**src/rtl/seq_alu_pkg.sv**
```systemverilog
// Shared opcode encodings and controller state type for seq_alu.
// Command issuers and benches import the opcodes from here.
package seq_alu_pkg;

    localparam logic [2:0] OP_AND = 3'b000;
    localparam logic [2:0] OP_OR  = 3'b001;
    localparam logic [2:0] OP_ADD = 3'b010;
    localparam logic [2:0] OP_MUL = 3'b011;
    localparam logic [2:0] OP_DIV = 3'b100;

    typedef enum logic [1:0] {
        IDLE = 2'd0,
        EXEC = 2'd1,
        DONE = 2'd2
    } state_t;

endpackage

```
**src/rtl/seq_alu_iter.sv**
```systemverilog
// Iterative MUL (shift-add) / DIV (restoring) datapath: one iteration per step_i, W steps total.
// No backpressure of its own; the controller decides when to load and step.
module seq_alu_iter #(
    parameter int W = 2
) (
    input  logic           clk,
    input  logic           rst,
    input  logic           load_i,
    input  logic           step_i,
    input  logic           div_i,
    input  logic [W-1:0]   a_i,
    input  logic [W-1:0]   b_i,
    output logic           last_o,
    output logic [2*W-1:0] result_o,
    output logic [W-1:0]   rem_o
);
    localparam int CW = $clog2(W + 1);
    localparam logic [CW-1:0] LAST = CW'(W - 1);

    logic          div_q, div_d;
    logic [W-1:0]  acc_q, acc_d;
    logic [W-1:0]  opnd_q, opnd_d;
    logic [W-1:0]  divisor_q, divisor_d;
    logic [CW-1:0] cnt_q, cnt_d;

    logic [W:0] mul_sum;
    logic [W:0] trial;
    logic [W:0] diff;
    logic       fits;

    // acc is the product's upper half for MUL and the partial remainder for DIV;
    // opnd shifts the multiplier out (MUL) or the dividend out / quotient in (DIV).
    assign mul_sum = {1'b0, acc_q} + (opnd_q[0] ? {1'b0, divisor_q} : '0);
    assign trial   = {acc_q, opnd_q[W-1]};
    assign diff    = trial - {1'b0, divisor_q};
    assign fits    = (trial >= {1'b0, divisor_q});

    always_comb begin
        div_d     = div_q;
        acc_d     = acc_q;
        opnd_d    = opnd_q;
        divisor_d = divisor_q;
        cnt_d     = cnt_q;
        if (load_i) begin
            div_d     = div_i;
            acc_d     = '0;
            opnd_d    = a_i;
            divisor_d = b_i;
            cnt_d     = '0;
        end else if (step_i) begin
            cnt_d = cnt_q + CW'(1);
            if (div_q) begin
                acc_d  = fits ? diff[W-1:0] : trial[W-1:0];
                opnd_d = {opnd_q[W-2:0], fits};
            end else begin
                acc_d  = mul_sum[W:1];
                opnd_d = {mul_sum[0], opnd_q[W-1:1]};
            end
        end
    end

    always_ff @(posedge clk or posedge rst) begin
        if (rst) begin
            div_q     <= 1'b0;
            acc_q     <= '0;
            opnd_q    <= '0;
            divisor_q <= '0;
            cnt_q     <= '0;
        end else begin
            div_q     <= div_d;
            acc_q     <= acc_d;
            opnd_q    <= opnd_d;
            divisor_q <= divisor_d;
            cnt_q     <= cnt_d;
        end
    end

    assign last_o   = (cnt_q == LAST);
    assign result_o = div_q ? {{W{1'b0}}, opnd_q} : {acc_q, opnd_q};
    assign rem_o    = div_q ? acc_q : '0;

endmodule

```
**src/rtl/seq_alu.sv**
```systemverilog
// Handshaked ALU: AND/OR/ADD/error cases ready 1 cycle after accept, MUL/DIV after W+1.
// One command in flight; result held in DONE until out_ready, in_ready only in IDLE.
module seq_alu
    import seq_alu_pkg::*;
#(
    parameter int W = 2
) (
    input  logic           clk,
    input  logic           rst,
    input  logic           in_valid,
    output logic           in_ready,
    input  logic [W-1:0]   a,
    input  logic [W-1:0]   b,
    input  logic [2:0]     op,
    output logic           out_valid,
    input  logic           out_ready,
    output logic [2*W-1:0] result,
    output logic [W-1:0]   remainder,
    output logic           err
);
    state_t state_q, state_d;

    logic [2*W-1:0] result_q, result_d;
    logic [W-1:0]   rem_q, rem_d;
    logic           err_q, err_d;
    logic           use_iter_q, use_iter_d;

    logic           accept;
    logic           iter_op;
    logic           it_load;
    logic           it_step;
    logic           it_last;
    logic [W:0]     sum;
    logic [2*W-1:0] it_result;
    logic [W-1:0]   it_rem;

    assign accept  = in_valid && (state_q == IDLE);
    assign iter_op = (op == OP_MUL) || ((op == OP_DIV) && (b != '0));
    assign sum     = {1'b0, a} + {1'b0, b};

    always_comb begin
        state_d = state_q;
        it_load = 1'b0;
        it_step = 1'b0;
        case (state_q)
            IDLE: begin
                if (accept) begin
                    it_load = iter_op;
                    state_d = iter_op ? EXEC : DONE;
                end
            end
            EXEC: begin
                it_step = 1'b1;
                if (it_last) begin
                    state_d = DONE;
                end
            end
            DONE: begin
                if (out_ready) begin
                    state_d = IDLE;
                end
            end
            default: state_d = IDLE;
        endcase
    end

    always_ff @(posedge clk or posedge rst) begin
        if (rst) begin
            state_q <= IDLE;
        end else begin
            state_q <= state_d;
        end
    end

    // Single-step results and error outcomes are captured at accept time.
    always_comb begin
        result_d   = result_q;
        rem_d      = rem_q;
        err_d      = err_q;
        use_iter_d = use_iter_q;
        if (accept) begin
            result_d   = '0;
            rem_d      = '0;
            err_d      = 1'b0;
            use_iter_d = iter_op;
            case (op)
                OP_AND: result_d = {{W{1'b0}}, a & b};
                OP_OR:  result_d = {{W{1'b0}}, a | b};
                OP_ADD: result_d = {{(W-1){1'b0}}, sum};
                OP_MUL: result_d = '0;
                OP_DIV: begin
                    if (b == '0) begin
                        result_d = '1;
                        rem_d    = a;
                        err_d    = 1'b1;
                    end
                end
                default: err_d = 1'b1;
            endcase
        end
    end

    always_ff @(posedge clk or posedge rst) begin
        if (rst) begin
            result_q   <= '0;
            rem_q      <= '0;
            err_q      <= 1'b0;
            use_iter_q <= 1'b0;
        end else begin
            result_q   <= result_d;
            rem_q      <= rem_d;
            err_q      <= err_d;
            use_iter_q <= use_iter_d;
        end
    end

    seq_alu_iter #(.W(W)) u_iter (
        .clk      (clk),
        .rst      (rst),
        .load_i   (it_load),
        .step_i   (it_step),
        .div_i    (op == OP_DIV),
        .a_i      (a),
        .b_i      (b),
        .last_o   (it_last),
        .result_o (it_result),
        .rem_o    (it_rem)
    );

    // Iterative values are only exposed once DONE, so partial products never leak out.
    assign in_ready  = (state_q == IDLE);
    assign out_valid = (state_q == DONE);
    assign result    = (use_iter_q && state_q == DONE) ? it_result : result_q;
    assign remainder = (use_iter_q && state_q == DONE) ? it_rem : rem_q;
    assign err       = err_q;

endmodule

```
**config.mk**
```make
export PLATFORM = sky130hd
export DESIGN_NAME = seq_alu
export DESIGN_NICKNAME = d
export VERILOG_FILES = /design/src/rtl/seq_alu_pkg.sv /design/src/rtl/seq_alu_iter.sv /design/src/rtl/seq_alu.sv
export SDC_FILE = /design/constraint.sdc
export NUM_CORES = 1
export LEC_CHECK = 0
export CORE_MARGIN = 5
export CORE_UTILIZATION = 50
export CTS_CLUSTER_DIAMETER = 50
export DETAILED_ROUTE_END_ITERATION = 7
export PLACE_DENSITY = 0.74
export RECOVER_POWER = 25
export SYNTH_ARGS = -nofsm -noshare
export SYNTH_HDL_FRONTEND = slang
export SYNTH_SLANG_ARGS = --single-unit
```
**constraint.sdc**
```tcl
create_clock -name clk -period 2.08 [get_ports clk]
set_input_delay 0.312 -clock clk [delete_from_list [all_inputs] [get_ports clk]]
set_output_delay 0.312 -clock clk [all_outputs]
set_load 0.005 [all_outputs]
```
==> flow_metrics.env <==
export IMPL_final_cell_mix="21 x nand2_1, 19 x dfrtp_1, 14 x clkdlybuf4s50_1, 11 x inv_1, 10 x nor2_1"
export IMPL_grt_pass1_wl_mm=5.08
export IMPL_wl_per_cell_um=15.1
export IMPL_start_kind="register"
export IMPL_cts_buffers=3
export IMPL_ir_worst_vdd_uv=849
export IMPL_drive_gt1_frac=0.142
export IMPL_drt_total_wl_mm=3.00
export IMPL_power_frac_seq=0.356
export IMPL_synth_top_area_frac=0.369
export IMPL_area_growth_pct=23.8
export IMPL_report_final_slew_viol_count=0
export IMPL_insertion_delay_ps=300
export IMPL_clockPowerShare=0.113
export IMPL_max_freq_ghz=0.503
export IMPL_syn_inst=144
export IMPL_insertedDiodeCount=0
export IMPL_synth_nets=165
export IMPL_finalPower_mw=1.72
export IMPL_antenna_found_initial=0
export IMPL_synth_area_mux_share=0.0515
export IMPL_die_height_um=60.8
export IMPL_p_leak_nw=0.807
export IMPL_layout_commonest_cell="nand2_1"
export IMPL_holdBufCountCts=0
export IMPL_clock_root_buffer="clkbuf_4"
export IMPL_yosysTopAreaCell="dfrtp_1"
export IMPL_hpwl_mm=2.35
export IMPL_synth_avg_cell_area_sq_um=8.95
export IMPL_vias=1080
export IMPL_ys_top_cells_by_area="dfrtp_1 37%, ha_1 7.8%, nand2_1 6.4%"
export IMPL_stdcell_count=199
export IMPL_grt_usage=0.187
export IMPL_synth_edf_count=0
export IMPL_yosysWarningCount=0
export IMPL_status="complete, no violations"
export IMPL_die_x_um=60.8
export IMPL_min_period_over_period=0.956
export IMPL_r2r_slack_ps=350
export IMPL_dr_pass1_iters=4
export IMPL_rows=18
export IMPL_drc_errors=0
export IMPL_slew_headroom=0.509
export IMPL_cts_path_max_buffers=2
export IMPL_worstSetupPathType="register to output pin"
export IMPL_p_comb_frac=0.532
export IMPL_synth_area_sq_um=1290
export IMPL_core_sq_um=2480
export IMPL_gp_congestion=0.910
export IMPL_cts_tree="built"
export IMPL_internal_power_mw=1.03
export IMPL_dieArea_sq_um=3690
export IMPL_path_clk_slew_ps=120
export IMPL_min_path_type="register to register"
export IMPL_port_buffers=19
export IMPL_synthArstFlopShare=1.00
export IMPL_first_iter_violations=11
export IMPL_grt_pass1_vias=1135
export IMPL_synthAdderAreaFrac=0.117
export IMPL_min_period_ps=1990
export IMPL_p_sw_frac=0.400
export IMPL_hold_viol=0
export IMPL_synth_simple_gate_area_share=0.176
export IMPL_endpoint_kind="output pin"
export IMPL_initial_core_util=0.520
export IMPL_globalRouteOverflowTotal=0
export IMPL_ant_nets=0
export IMPL_numClockSinks=19
export IMPL_io_pins=20
export IMPL_fin_nets=191
export IMPL_vias_per_cell=5.43
export IMPL_grt_max_degree=20
export IMPL_synth_compound_area_frac=0.209
export IMPL_synth_cell_types=43
export IMPL_maxCapViolCount=0
export IMPL_dp_cells=193
export IMPL_final_setup_skew_ps=9.99
export IMPL_ys_seq_elements=19
export IMPL_cp_required_ps=1770
export IMPL_critPathArrivalTime_ps=1680
export IMPL_htreeDepth=1
export IMPL_synth_top_family_by_area="compound AO/OA/AOI/OAI gates"
export IMPL_powerDensity_nw_per_um2=1080
export IMPL_setup_viol=0
export IMPL_worstMarginPinSlew_ps=736
export IMPL_worst_path_max_fanout=5
export IMPL_ys_flop_type="dfrtp_1"
export IMPL_p_sw_mw=0.686
export IMPL_ys_seq_area_frac=0.369
export IMPL_synth_xor_area_share=0.00680
export IMPL_rsz0062_at_grt="yes"
## logic make-up after synthesis
logic type / count (synthesis)
buf+inv: 19
fa+ha+maj: 11
mux: 6
compound gates: 40
simple gates: 48
flops: 19
xor+xnor: 1
## cells in the mapped netlist (2+ instances only)
| master | number |
|---|---|
| nand2_1 | 22 |
| dfrtp_1 | 19 |
| inv_1 | 11 |
| o21ai_0 | 11 |
| nor2_1 | 10 |
| ha_1 | 8 |
| a21oi_1 | 7 |
| mux2i_1 | 4 |
| nand2b_1 | 4 |
| o31ai_1 | 4 |
| clkbuf_1 | 3 |
| a211o_1 | 2 |
| a211oi_1 | 2 |
| a22o_1 | 2 |
| and2_1 | 2 |
| buf_6 | 2 |
| fa_1 | 2 |
| nand3_1 | 2 |
| o22a_1 | 2 |
| o22ai_1 | 2 |
## worst max-delay path, cell delays in order, from the launching register on
cell and delay (ps):
dfrtp_1 420, nor2b_4 190, nand2_2 110, o21ai_1 140, clkdlybuf4s50_1 510
## per-stage QoR
step	utilization	cell area, sq um	hold slack, ps	setup TNS (ps)	setup WS, ps
2_1_floorplan	-	1290	263	0	499
3_3_place_gp	0.616	1530	465	0	42.0
3_5_place_dp	0.616	1530	475	-44.7	-44.7
4_1_cts	0.638	1580	450	0	13.9
5_1_grt	0.644	1600	540	-6.81	-6.81
6_report	0.644	1600	498	0	90.9
## final cells by class
class	count	area, sq um
fillers	202	882
multi-input cells	107	746
flip-flops and latches	19	475
repair buffers	28	268
inverters	11	41.3
well taps	30	37.5
clock buffers	3	22.5
clock inverters	1	5.00
## worst paths after layout
path | from | depth (start not counted) | end
max | state_q[0] | 4 | remainder[0]
min | result_q[2] | 2 | result_q[2]
max reg2reg | u_iter.acc_q[0] | 5 | u_iter.acc_q[1]
min reg2reg | result_q[2] | 2 | result_q[2]
max in group asynchronous | rst | 2 | u_iter.opnd_q[0]
min in group asynchronous | rst | 2 | result_q[3]
## flip-flops by register name (all words and copies together) (netlist names)
name              count
result_q              4
u_iter.opnd_q         2
state_q               2
use_iter_q            1
err                   1
u_iter.acc_q          2
u_iter.cnt_q          2
u_iter.div_q          1
u_iter.divisor_q      2
rem_q                 2
## layer usage
metal	vias to the layer above	track usage	part of all wire
met1	495	0.232	0.46
met4	0	0.0650	0.016
met5	-	0	0
met3	8	0.0489	0.048
li1	551	-	-
met2	26	0.315	0.48
## power by group through the flow
stage,Sequential (mW),Clock [mW],Combinational (mW)
final,0.611,0.193,0.913
after global routing,0.630,0.212,1.04
after CTS,0.610,0.198,0.907
after detailed placement,0.613,0,0.847
after global placement,0.610,0,0.809
after floorplan,0.582,0,0.583
## timing repair
item | 4_1_cts | 5_1_grt
setup endpoints to repair | 6 | 6
resized for setup | 4 | 9
gates cloned | 1 | 0
setup buffers | 1 | 0
pin swaps | 1 | 0
No activity file was read; power rests on OpenSTA's default activity.
